File: src/rtl/mac_pkg.sv
// Shared definitions for the multiply-accumulate path: the product width
// fixed by the 4x4 array multiplier and the accumulator FSM state encoding.
package mac_pkg;

    // Width of the unsigned product coming out of the 4x4 multiplier.
    localparam int PROD_W = 8;

    // ACC: collecting products of the current frame.
    // HOLD: a finished frame result is waiting to be accepted downstream.
    typedef enum logic {
        ACC  = 1'b0,
        HOLD = 1'b1
    } state_t;

endpackage

File: src/rtl/acc_sat_add.sv
// Saturating accumulate step: adds a zero-extended product to the running
// sum and clamps to all-ones once the sum has overflowed. The overflow flag
// is sticky, so a frame that saturated once stays saturated.
module acc_sat_add #(
    parameter int PROD_W = mac_pkg::PROD_W,
    parameter int ACC_W  = 12
) (
    input  logic [ACC_W-1:0]  acc,
    input  logic [PROD_W-1:0] prod,
    input  logic              ovf_in,
    output logic [ACC_W-1:0]  sat,
    output logic              ovf_out
);

    // One extra bit on top of the accumulator width captures the carry-out.
    logic [ACC_W:0] nsum;

    assign nsum    = {1'b0, acc} + {{(ACC_W + 1 - PROD_W){1'b0}}, prod};
    assign ovf_out = nsum[ACC_W] | ovf_in;
    assign sat     = ovf_out ? {ACC_W{1'b1}} : nsum[ACC_W-1:0];

endmodule

File: src/rtl/product_accumulator.sv
// Sums consecutive multiplier products into one frame result. A frame ends
// on a beat flagged last or when MAX_TERMS products have been taken. The
// result is held in output registers until the consumer accepts it; while
// it is held, the product input is back-pressured.
module product_accumulator #(
    parameter int PROD_W    = mac_pkg::PROD_W,
    parameter int ACC_W     = 12,
    parameter int MAX_TERMS = 16,
    parameter int CNT_W     = $clog2(MAX_TERMS + 1)
) (
    input  logic              clk,
    input  logic              rst_n,
    input  logic [PROD_W-1:0] prod_i,
    input  logic              prod_valid_i,
    input  logic              prod_last_i,
    output logic              prod_ready_o,
    output logic [ACC_W-1:0]  sum_o,
    output logic [CNT_W-1:0]  cnt_o,
    output logic              ovf_o,
    output logic              sum_valid_o,
    input  logic              sum_ready_i
);

    import mac_pkg::*;

    state_t            state_reg;
    logic [ACC_W-1:0]  acc_reg;
    logic [CNT_W-1:0]  count_reg;
    logic              ovf_reg;

    logic [ACC_W-1:0]  sat_next;
    logic              ovf_next;
    logic [CNT_W-1:0]  count_next;
    logic              beat;
    logic              frame_close;

    // Saturating adder for the running sum.
    acc_sat_add #(
        .PROD_W (PROD_W),
        .ACC_W  (ACC_W)
    ) u_acc_sat_add (
        .acc     (acc_reg),
        .prod    (prod_i),
        .ovf_in  (ovf_reg),
        .sat     (sat_next),
        .ovf_out (ovf_next)
    );

    // Upstream may only push while collecting; HOLD back-pressures it.
    assign prod_ready_o = (state_reg == ACC);
    assign beat         = prod_valid_i & prod_ready_o;
    assign count_next   = count_reg + CNT_W'(1);
    // A frame closes on an explicit last flag or when the term limit is hit;
    // count_reg never itself reaches MAX_TERMS, so the counter cannot wrap.
    assign frame_close  = prod_last_i | (count_next == CNT_W'(MAX_TERMS));

    // Frame FSM: accumulate beats, latch the result on close, hold it until accepted.
    always_ff @(posedge clk) begin
        if (!rst_n) begin
            state_reg   <= ACC;
            acc_reg     <= '0;
            count_reg   <= '0;
            ovf_reg     <= 1'b0;
            sum_o       <= '0;
            cnt_o       <= '0;
            ovf_o       <= 1'b0;
            sum_valid_o <= 1'b0;
        end else begin
            case (state_reg)
                ACC: begin
                    if (beat) begin
                        if (frame_close) begin
                            sum_o       <= sat_next;
                            cnt_o       <= count_next;
                            ovf_o       <= ovf_next;
                            sum_valid_o <= 1'b1;
                            acc_reg     <= '0;
                            count_reg   <= '0;
                            ovf_reg     <= 1'b0;
                            state_reg   <= HOLD;
                        end else begin
                            acc_reg     <= sat_next;
                            count_reg   <= count_next;
                            ovf_reg     <= ovf_next;
                        end
                    end
                end
                HOLD: begin
                    if (sum_ready_i) begin
                        sum_valid_o <= 1'b0;
                        state_reg   <= ACC;
                    end
                end
                default: begin
                    state_reg <= ACC;
                end
            endcase
        end
    end

endmodule

File: config.mk
export PLATFORM = sky130hd
export DESIGN_NAME = product_accumulator
export DESIGN_NICKNAME = d
export VERILOG_FILES = /design/src/rtl/mac_pkg.sv /design/src/rtl/acc_sat_add.sv /design/src/rtl/product_accumulator.sv
export SDC_FILE = /design/constraint.sdc
export NUM_CORES = 1
export LEC_CHECK = 0
export ABC_AREA = 1
export CORE_UTILIZATION = 45
export CTS_CLUSTER_SIZE = 16
export DETAILED_ROUTE_END_ITERATION = 16
export GPL_ROUTABILITY_DRIVEN = 0
export PLACE_DENSITY = 0.69
export SYNTH_ARGS = -nofsm -noshare
export SYNTH_HDL_FRONTEND = slang
export SYNTH_SLANG_ARGS = --single-unit
File: constraint.sdc
create_clock -name clk -period 2.9 [get_ports clk]
set_input_delay 0.58 -clock clk [delete_from_list [all_inputs] [get_ports clk]]
set_output_delay 0.58 -clock clk [all_outputs]
set_load 0.05 [all_outputs]
# [After elaboration in Yosys (flattened, before gate mapping)]
# Cells that the tools add are included.
[totals] out_inout_bits=20 ff_bits=38 input_bits=13 elab_cells=33
[classes] n_eq_ne=4 bitwise=4 add_sub_neg=2 mux=12 reduce_logical=3
[op_table] cell="2-to-1 mux 12 bit" n=2
[op_table] cell="adder 12 x 8 -> 13 bit" n=1
[op_table] cell="2-to-1 mux 1 bit" n=7
[op_table] cell="AND reduction 3 bit" n=2
[op_table] cell="adder 5 x 1 -> 5 bit (second input constant)" n=1
[op_table] cell="== test 5 bit (second input constant)" n=1
[op_table] cell="2-to-1 mux 5 bit" n=1
[op_table] cell="!= test 2 x 1 -> 1 bit (second input constant)" n=2
[op_table] cell="case mux 1 bit (2 select lines)" n=2
[op_table] cell="!= test 2 bit (second input constant)" n=1
[op_table] cell="OR 1 bit" n=2
[op_table] cell="AND reduction 2 bit" n=1
[op_table] cell="AND 1 bit" n=1
[op_table] cell="NOT 1 bit" n=1

# [Longest topological paths before layout]
[logic_depth] ltp_word=6 depth_mapped=13 ltp_nobuf=13

# [Cells and area by module]
# Synthesis repeated with hierarchy kept, for this count alone.
[hier_totals] cells_unflattened=320 area_unflattened_um2=2243.4
[by_module_without_submodules] module="product_accumulator" cells_each=194 area_per_inst_um2=1546.5 seq_area_each_um2=760.7 n_inst=1
[by_module_without_submodules] module="acc_sat_add" cells_each=126 area_per_inst_um2=696.9 seq_area_each_um2=0.0 n_inst=1

# [Worst setup path after synthesis]
# Ideal clock, no wire load.
[synth_path] path_kind="input to register" from="in prod_i[0]" to="reg acc_reg[9]" setup_ns=0.135 arrival_ns=2.074 path_slack_ns=0.691 path_stages=13 t_required_ns=2.765 path_buffers=1 cell_sequence="ha_1 -> fa_1 -> nand2_1 -> inv_1 -> nand2_1 -> nand2_1 -> nand3_1 -> nand2_1 -> nor2_1 -> buf_6 -> nand3_1 -> nand2_1 -> a21oi_1"
[synth_via] elab_chain_cells=4
[synth_rtl] element="start, declared" line_no="product_accumulator.sv:13" source="input logic [PROD_W-1:0] prod_i,"
[synth_rtl] element="adder 12 x 8 -> 13 bit (*)" line_no="acc_sat_add.sv:18" source="assign nsum = {1'b0, acc} + {{(ACC_W + 1 - PROD_W){1'b0}}, prod};"
[synth_rtl] element="OR 1 bit" line_no="acc_sat_add.sv:19" source="assign ovf_out = nsum[ACC_W] | ovf_in;"
[synth_rtl] element="2-to-1 mux 12 bit (*)" line_no="acc_sat_add.sv:20" source="assign sat = ovf_out ? {ACC_W{1'b1}} : nsum[ACC_W-1:0];"
[synth_rtl] element="2-to-1 mux 12 bit (*)" line_no="product_accumulator.sv:72" source="if (frame_close) begin"
[synth_rtl] element="end signal, assigned" line_no="product_accumulator.sv:82" source="acc_reg <= sat_next;"
[synth_rtl] element="end, declared" line_no="product_accumulator.sv:27" source="logic [ACC_W-1:0] acc_reg;"
# Mark *: on every way between the ends. The rest lies on a longest branch, timed or not.
# A chain may end at the register's enable or synchronous reset.

# [Worst setup path in the final report]
[layout_path] from="in prod_i[0]" to="reg acc_reg[11]"
# The elaborated chain is that of the path after synthesis.

==> flow_metrics.tcl <==
set metrics [dict create \
    outcome "finished, violations left" \
    violations "design-rule violations" \
    ys_ff_latch 38 \
    internal_power_uw 992 \
    path_class "input port to register" \
    core.rowCount 24 \
    layout-drive-gt1-share 0.0769 \
    io_pins 33 \
    fmax_mhz 406 \
    vdd_ir_drop_max_mv 0.343 \
    grt_pass1_vias 1836 \
    ant_nets 0 \
    cp-start-kind "input port" \
    vias 1933 \
    final-seq-area_um2 761 \
    dr.pass1.iters 10 \
    layout_commonest_cell "nand2_1" \
    synthTopCellsByArea "dfxtp_1 36%, nand2_1 21%, a21oi_1 7.3%, inv_1 6.0%, ha_1 5.9%" \
    period_minus_slack_ns 2.46 \
    diodes 0 \
    ys_warn_count 0 \
    grt_usage 0.200 \
    yosysSeqAreaShare 0.359 \
    syn_nets 327 \
    htree_num_levels 2 \
    worst_ep_arrival_time_ns 2.63 \
    grt_pass1_wl_mm 7.94 \
    skew_ns 0.00826 \
    cts-resized-gates 0 \
    wl_per_cell_um 11.7 \
    core_area_um2 4440 \
    grt_max_degree 32 \
    synth_largest_area_cell "dfxtp_1" \
    synth_cell_type_count 25 \
    port_buffers 32 \
    cts.clk_slew.worst_paths_ns 0.08 \
    cts_setup_buffers 0 \
    slew_headroom 0.664 \
    syn_area_per_cell_um2 7.00 \
    netlist_area_um2 2120 \
    ctsRootBufferMaster "clkbuf_8" \
    fillers 457 \
    power_frac_comb 0.174 \
    hold_class "register to register" \
    clk_path_buf_depth 2 \
    die_h_um 70.6 \
    yosys.area.top_type_share 0.359 \
    path_max_fanout 8 \
    final.setup.worst_slack_ns 0.436 \
    wirelength_mm 4.57 \
    clkLatencyLatePin_ns 0.29 \
    pwr-share-seq 0.412 \
    grt-ovfl-total 0 \
    worstMarginPinSlew_ns 0.502 \
    p_sw_frac 0.262 \
    power_density_nw_per_um2 518 \
    place_hpwl_mm 3.36 \
    p_leak_nw 1.15 \
    viasPerCell 4.96 \
    rsz0062_at_grt "false" \
    drv_slew 0 \
    hold_viol 0 \
    cts_buffers 5 \
    start_util 0.477 \
    nets 361 \
    whs_ns 0.467 \
    layout_common_cells "119 x nand2_1, 38 x dfxtp_1, 34 x inv_1" \
    antenna_found_initial 0 \
    power.switching_uw 353 \
    drtIter0Drc 126 \
    areaGrowthSynthToFinish_pct 22.6 \
    cap_violations 0 \
    placedCellCount 382 \
    p_clk_frac 0.414 \
    layout_worst_path_cycle_share 0.850 \
    synthCells 303 \
    multi_input_area_um2 1140 \
    drcViolationCount 2 \
    clock-sinks 38 \
    dieWidth_um 70.6 \
    final_cells 390 \
    cts_hold_buf 0 \
    cts_tree "done" \
    setup_tns_ns 0 \
    setup_viol_count_final 0 \
    pre_cts_slack_ns 0.154 \
    die_area_um2 4990 \
    cp.required_ns 3.07 \
    cp-end-kind "register" \
]
-- cell families (layout without fill, tap and decap cells) --
| logic type | count (synthesis) | after routing | synth area share |
|---|---|---|---|
| compound gates | 43 | 43 | 0.112 |
| xor+xnor | 9 | 9 | 0.0443 |
| fa+ha+maj | 11 | 11 | 0.0685 |
| buf+inv | 45 | 80 | 0.103 |
| flops | 38 | 38 | 0.359 |
| simple gates | 157 | 157 | 0.313 |
-- power groups by stage --
stage / Clock [mW] / Sequential, mW / Combinational [mW]
after floorplan: 0 / 0.606 / 0.128
after global placement: 0 / 0.566 / 0.234
after detailed placement: 0 / 0.566 / 0.234
after CTS: 0.574 / 0.554 / 0.236
after global routing: 0.590 / 0.557 / 0.256
final: 0.557 / 0.554 / 0.234
-- per-layer routing --
metal,share of wire,vias to the layer above,GRT usage
li1,-,1016,-
met5,0,-,0
met4,0.0099,0,0.0533
met3,0.029,5,0.0342
met1,0.48,883,0.252
met2,0.48,29,0.354
-- synthesized netlist by cell type (all sizes together) --
cell	n
a21boi	1
a21oi	36
buf	5
clkbuf	4
clkinv	1
dfxtp	38
fa	1
ha	10
inv	35
nand2	121
nand3	13
nand3b	1
nand4	3
nor2	18
nor3	1
o21ai	6
xnor2	4
xor2	5
-- final cells by class --
type	count	share of cell area
timing repair buffer	36	0.135
clock inverter	2	0.0231
sequential	38	0.293
tap	52	0.0250
multi-input combinational	220	0.439
clock buffer	6	0.0318
inverter	36	0.0539
-- critical path, cell delays in order --
cell and delay [ns]:
clkdlybuf4s50_1 0.42, ha_1 0.25, fa_1 0.39, nand2_1 0.08
inv_1 0.05, nand2_1 0.07, nand2_1 0.10, nand3_1 0.08
nand2_1 0.06, nor2_1 0.13, buf_4 0.17, nand3_1 0.11
nand2_1 0.09, a21oi_2 0.05
-- worst paths after layout --
path | startpoint | to | slack, ns | depth (start not counted)
setup / recovery | prod_i[0] | acc_reg[11]$_SDFFE_PN0P_ | 0.44 | 14
hold / removal | cnt_o[0]$_SDFFE_PN0P_ | cnt_o[0]$_SDFFE_PN0P_ | 0.47 | 2
setup reg to reg | acc_reg[0]$_SDFFE_PN0P_ | acc_reg[11]$_SDFFE_PN0P_ | 0.87 | 13
hold reg to reg | cnt_o[0]$_SDFFE_PN0P_ | cnt_o[0]$_SDFFE_PN0P_ | 0.47 | 2
-- stage by stage --
step	total power [mW]	instance area [um^2]	util
after floorplan	0.734	2120	-
after global placement	0.799	2460	0.553
after detailed placement	0.801	2460	0.553
after CTS	1.36	2600	0.585
after global routing	1.40	2600	0.585
final	1.35	2600	0.585
Note: power is estimated with default switching activity, not from simulation.
